<file path="src/rtl/grid_access_arbiter_pkg.sv">
// Shared level-grid geometry, cell codes and arbiter state encoding.
package grid_defs;

  localparam int GRID_W   = 40;
  localparam int GRID_H   = 30;
  localparam int GRID_X_W = 6;
  localparam int GRID_Y_W = 5;
  localparam int CELL_W   = 3;

  localparam logic [CELL_W-1:0] CELL_AIR   = 3'd0;
  localparam logic [CELL_W-1:0] CELL_ENEMY = 3'd4;

  typedef enum logic [1:0] {
    ST_IDLE    = 2'd0,
    ST_OWNED   = 2'd1,
    ST_RELEASE = 2'd2
  } arb_state_t;

endpackage

</file>
<file path="src/rtl/grid_access_arbiter_rr_picker.sv">
// Round-robin picker: first asserted request after the last owner, wrapping mod N_REQ.
module rr_picker #(
  parameter int N_REQ   = 3,
  parameter int OWNER_W = 2
) (
  input  logic [N_REQ-1:0]   req_i,
  input  logic [OWNER_W-1:0] last_owner_i,
  output logic [OWNER_W-1:0] pick_o,
  output logic               valid_o
);

  int idx;

  // Scan farthest-first so the nearest candidate after last_owner overwrites.
  always_comb begin
    pick_o  = '0;
    valid_o = 1'b0;
    idx     = 0;
    for (int k = N_REQ; k >= 1; k--) begin
      idx = int'(last_owner_i) + k;
      if (idx >= N_REQ) idx = idx - N_REQ;
      if (req_i[idx]) begin
        pick_o  = OWNER_W'(idx);
        valid_o = 1'b1;
      end
    end
  end

endmodule

</file>
<file path="src/rtl/grid_access_arbiter.sv">
// Round-robin whole-transaction arbiter for the single-port level grid, with watchdog.
module grid_access_arbiter
  import grid_defs::*;
#(
  parameter int N_REQ   = 3,
  parameter int OWNER_W = 2,
  parameter int TIMEOUT = 4096
) (
  input  logic                         clock,
  input  logic                         reset,
  input  logic [N_REQ-1:0]             req,
  input  logic [N_REQ-1:0]             done,
  input  logic [GRID_X_W*N_REQ-1:0]    req_x,
  input  logic [GRID_Y_W*N_REQ-1:0]    req_y,
  input  logic [N_REQ-1:0]             req_write,
  input  logic [CELL_W*N_REQ-1:0]      req_in,
  output logic [N_REQ-1:0]             grant,
  output logic                         busy,
  output logic [OWNER_W-1:0]           owner,
  output logic                         timeout_flag,
  output logic [GRID_X_W-1:0]          grid_x,
  output logic [GRID_Y_W-1:0]          grid_y,
  output logic                         grid_write,
  output logic [CELL_W-1:0]            grid_in,
  output logic [CELL_W-1:0]            grid_out_q,
  input  logic [CELL_W-1:0]            grid_out
);

  localparam int WD_W = (TIMEOUT > 2) ? $clog2(TIMEOUT) : 1;
  localparam logic [OWNER_W-1:0] OWNER_RST = OWNER_W'(N_REQ - 1);

  arb_state_t         state_q, state_d;
  logic [N_REQ-1:0]   grant_q, grant_d;
  logic [OWNER_W-1:0] owner_q, owner_d;
  logic [WD_W-1:0]    wdog_q, wdog_d;
  logic               tflag_q, tflag_d;

  logic [OWNER_W-1:0] pick;
  logic               pick_valid;
  logic               own_done, own_req, wdog_last;
  logic               mux_write;

  rr_picker #(.N_REQ(N_REQ), .OWNER_W(OWNER_W)) u_picker (
    .req_i        (req),
    .last_owner_i (owner_q),
    .pick_o       (pick),
    .valid_o      (pick_valid)
  );

  always_ff @(posedge clock) begin
    if (reset) begin
      state_q <= ST_IDLE;
      grant_q <= '0;
      owner_q <= OWNER_RST;
      wdog_q  <= '0;
      tflag_q <= 1'b0;
    end else begin
      state_q <= state_d;
      grant_q <= grant_d;
      owner_q <= owner_d;
      wdog_q  <= wdog_d;
      tflag_q <= tflag_d;
    end
  end

  assign own_done  = done[owner_q];
  assign own_req   = req[owner_q];
  assign wdog_last = (wdog_q == WD_W'(TIMEOUT - 1));

  always_comb begin
    state_d = state_q;
    grant_d = grant_q;
    owner_d = owner_q;
    wdog_d  = wdog_q;
    tflag_d = 1'b0;
    case (state_q)
      ST_IDLE: begin
        if (pick_valid) begin
          state_d       = ST_OWNED;
          owner_d       = pick;
          grant_d       = '0;
          grant_d[pick] = 1'b1;
          wdog_d        = '0;
        end
      end
      ST_OWNED: begin
        // A dropped request counts as done; only a genuine hang raises the flag.
        if (own_done || !own_req || wdog_last) begin
          state_d = ST_RELEASE;
          grant_d = '0;
          wdog_d  = '0;
          tflag_d = wdog_last && !own_done && own_req;
        end else begin
          wdog_d = wdog_q + 1'b1;
        end
      end
      ST_RELEASE: begin
        state_d = ST_IDLE;
        wdog_d  = '0;
      end
      default: begin
        state_d = ST_IDLE;
        grant_d = '0;
        wdog_d  = '0;
      end
    endcase
  end

  always_comb begin
    grid_x    = '0;
    grid_y    = '0;
    grid_in   = '0;
    mux_write = 1'b0;
    if (state_q == ST_OWNED) begin
      for (int i = 0; i < N_REQ; i++) begin
        if (owner_q == OWNER_W'(i)) begin
          grid_x    = req_x[GRID_X_W*i +: GRID_X_W];
          grid_y    = req_y[GRID_Y_W*i +: GRID_Y_W];
          grid_in   = req_in[CELL_W*i +: CELL_W];
          mux_write = req_write[i];
        end
      end
    end
  end

  // Gating by reset keeps a write from landing on the edge that aborts the owner.
  assign grid_write   = mux_write && !reset;
  assign grant        = grant_q;
  assign busy         = (state_q == ST_OWNED);
  assign owner        = owner_q;
  assign timeout_flag = tflag_q;
  assign grid_out_q   = grid_out;

endmodule

</file>
<file path="config.mk">
export PLATFORM = sky130hd
export DESIGN_NAME = grid_access_arbiter
export DESIGN_NICKNAME = d
export VERILOG_FILES = /design/src/rtl/grid_access_arbiter_pkg.sv /design/src/rtl/grid_access_arbiter_rr_picker.sv /design/src/rtl/grid_access_arbiter.sv
export SDC_FILE = /design/constraint.sdc
export NUM_CORES = 1
export LEC_CHECK = 0
export BUFFER_PORTS_ARGS = -buffer_cell sky130_fd_sc_hd__buf_2
export CORE_ASPECT_RATIO = 1.75
export CORE_MARGIN = 10
export CORE_UTILIZATION = 41
export DETAILED_ROUTE_END_ITERATION = 8
export PLACE_DENSITY = 0.88
export SLEW_MARGIN = 20
export SYNTH_ARGS = -nofsm -noshare
export SYNTH_HDL_FRONTEND = slang
export SYNTH_HIERARCHICAL = 1
export SYNTH_SLANG_ARGS = --single-unit
export TNS_END_PERCENT = 100
</file>
<file path="constraint.sdc">
create_clock -name clock -period 2.4 [get_ports clock]
set_clock_uncertainty 0.1 [all_clocks]
set_input_delay 0 -clock clock [delete_from_list [all_inputs] [get_ports clock]]
set_output_delay 0 -clock clock [all_outputs]
set_load 0.01 [all_outputs]
</file>
==> out/summary.txt <==
status -> completed
Mapped Cells -> 203
# rows -> 29
Post-Syn Area -> 1510 sq um
via/cell ratio -> 5.39
initial core utilization -> 0.420
Final Hold Viols -> 0
reg2reg end -> wdog_q[11]
Synth Area in Compound Gates -> 0.160
LEAKAGE -> 1.01 nW
final setup margin -> 81.0 ps
Placed Instances -> 319
core area -> 3590 sq um
antenna cells -> 0
Worst setup endpoint -> wdog_q[11]
Initial DRC Count -> 51
total wire length -> 5040 microns
grt ovf -> 0
CTS Buf Count -> 3
post-route cell area -> 2130 sq um
Die Ht -> 100 microns
post-route ant nets -> 0
Clk pin slew, worst setup/hold paths -> 70 ps
top_reg_cell synth -> dfxtp_1
post-synthesis sequential area ratio -> 0.265
first-pass GRT wire length -> 8080 microns
area of the die -> 6610 sq um
Reg2Reg Setup Slack -> 80 ps
max frequency -> 431 MHz
number of global-route vias before repair -> 1,889
Cell variety after synth -> 43
Reg2Reg Depth -> 10
mux share of post-synthesis cell area -> 0.114
Vias -> 1,769
post-synthesis xor/xnor area fraction -> 0.0464
max_cap viols -> 0
CP startpoint -> owner[0]
average wire per standard cell -> 15.4 microns
worst-margin pin slew -> 468 ps
ys async rst share -> 0
I/O Buffers -> 74
Post-synth EDFFs -> 0
final period utilization -> 0.966
pins over their slew limit -> 0
CP required -> 2500 ps
DP Area -> 1940 sq um
minimum clock period -> 2320 ps
largest family of logic cells by synthesized area -> simple AND/OR/NAND/NOR gates
final setup fails -> 0
Clock Tree Buf Depth -> 2
TritonCTS clock tree -> yes
Synth Area in Simple Gates -> 0.307
clock sink count -> 20
Worst Path Max Fanout -> 4
Die W -> 65.9 microns
Syn-to-layout area delta -> 41.1%
worst r2r src -> owner[0]
pwr dens -> 977 nW/um^2
drc violations -> 0
critical path class -> flip-flop to flip-flop
Yosys reg bits -> 20
dpl ws -> 0.784 ps
I/O pins -> 81
share of cells above drive strength 1 -> 0.394
GRT Total Usage -> 0.149
post-synth top area share -> 0.265
clock latency on the worst-skew pair -> 260 ps
fin nets -> 343
Max IR drop VDD -> 604 uV
crit path DAT -> 2420 ps
dominant cell type by area after synthesis -> dfxtp_1
Final Hold Slack -> 223 ps
Critical Path End Type -> flip-flop
Max-Slew Margin vs Limit -> 0.687
syn avg cell area -> 7.44 sq um
Worst setup SP type -> flip-flop
type of the worst min-delay path -> input port to output pin
detailed placement HPWL -> 3980 microns
initial antenna violation count -> 0
Post-Layout Cell Count -> 328
# H-tree levels -> 1
Root Buffer -> clkbuf_8
1st-pass router iterations -> 4
Adder-Cell Fraction of Synth Area -> 0.0331
synth warn -> 6
gpl congestion -> 0.800
Syn Nets -> 263
Area contributors post-synth -> dfxtp_1, nor2_1, mux2i_1
largest net degree at the start of global routing -> 22
stage by stage:
step / power [mW] / setup TNS, ps / utilization
final: 2.08 / 0 / 0.593
after global routing: 2.25 / -24.4 / 0.593
after CTS: 1.95 / 0 / 0.568
after detailed placement: 1.65 / 0 / 0.539
after global placement: 1.61 / 0 / 0.539
after floorplan: 1.26 / 0 / -
placed cells by master, fill, tap and decap left out, types with 2 or more instances in the layout:
master | Yosys | routed
nand4_1 | 4 | 4
xnor2_1 | 3 | 3
nor4bb_1 | 2 | 2
inv_2 | 0 | 3
dfxtp_1 | 20 | 18
clkbuf_8 | 0 | 4
o31ai_2 | 0 | 3
ha_1 | 4 | 2
dlygate4sd3_1 | 0 | 4
xor2_1 | 5 | 5
a21oi_1 | 19 | 19
nor2b_1 | 4 | 4
nand2_1 | 9 | 9
a211oi_1 | 3 | 2
nor2_1 | 47 | 47
or2_2 | 2 | 2
nor3_1 | 5 | 4
buf_2 | 5 | 74
ha_4 | 0 | 2
a31oi_1 | 2 | 2
buf_4 | 4 | 11
dfxtp_4 | 0 | 2
inv_1 | 8 | 5
o21ai_0 | 5 | 4
nand3_1 | 5 | 5
mux2i_1 | 16 | 16
or4_1 | 2 | 2
flip-flops by register name (all words and copies together), names as in the netlist:
name,count
owner,2
wdog_q,12
timeout_flag,1
state_q,2
grant,3
cell usage after synthesis, types with 2 or more instances:
cell / count
xor2_1: 5
nand2_1: 9
xnor2_1: 3
buf_2: 5
nor2b_1: 4
nand3_1: 5
nand4_1: 4
nor2_1: 47
buf_4: 4
nor3b_1: 3
o21ai_0: 5
nor4_1: 2
nor3_1: 5
or2_2: 2
inv_1: 8
a211oi_1: 3
ha_1: 4
clkbuf_1: 2
o31ai_1: 4
or4_1: 2
dfxtp_1: 20
a31oi_1: 2
a21oi_1: 19
nor4bb_1: 2
mux2i_1: 16
layout make-up:
cell class              count  area [sq um]
well taps                  46          57.6
multi-input cells         161          1090
inverters                   8          30.0
clock buffers               4          55.1
flip-flops and latches     20           408
fillers                   309          1460
repair buffers             89           493
critical path, cell delays in order (launching register included):
cell	delay, ps
dfxtp_4	380
inv_2	60
ha_1	310
inv_2	90
buf_4	130
o31ai_2	80
o31ai_2	100
nor3_1	100
or2_2	340
or4_1	420
a21oi_1	150
timing repair:
item                       4_1_cts  5_1_grt
pin swaps                        1        4
hold buffers                     4        0
gates resized for setup          1       21
hold endpoints to repair         9        0
setup endpoints to repair        2       17
gates cloned                     0        0
setup buffers                    1        0
layer usage:
metal  up-vias  wire [microns]  GRT usage
met5         -               0          0
met4         0             120     0.0546
met3        13             669     0.0892
met2        89            2550      0.266
met1       806            1700      0.131
li1        861               -          -
kinds of logic (layout without fill, tap and decap cells):
| kind of cell | after synthesis | count (layout) |
|---|---|---|
| compound gates | 38 | 38 |
| xor+xnor | 8 | 8 |
| flops | 20 | 20 |
| buf+inv | 22 | 101 |
| fa+ha+maj | 4 | 4 |
| simple gates | 94 | 94 |
| mux | 17 | 17 |
power breakdown:
group	switching [mW]	total [mW]	leakage [nW]	internal, mW
sequential	0.0537	0.437	0.163	0.383
combinational	0.758	1.38	0.814	0.623
clock	0.117	0.264	0.0288	0.146
worst min-delay path by stage:
stage | startpoint | to | slack, ps | cells past startpoint
2_1_floorplan | grid_out[0] | grid_out_q[0] | -8 | 1
3_3_place_gp | grid_out[1] | grid_out_q[1] | -100 | 0
3_5_place_dp | grid_out[1] | grid_out_q[1] | -100 | 0
4_1_cts | req_y[5] | grid_y[0] | 220 | 4
5_1_grt | req_x[9] | grid_x[3] | 250 | 4
6_report | req_y[5] | grid_y[0] | 220 | 4
(Power assumes the default switching activity.)
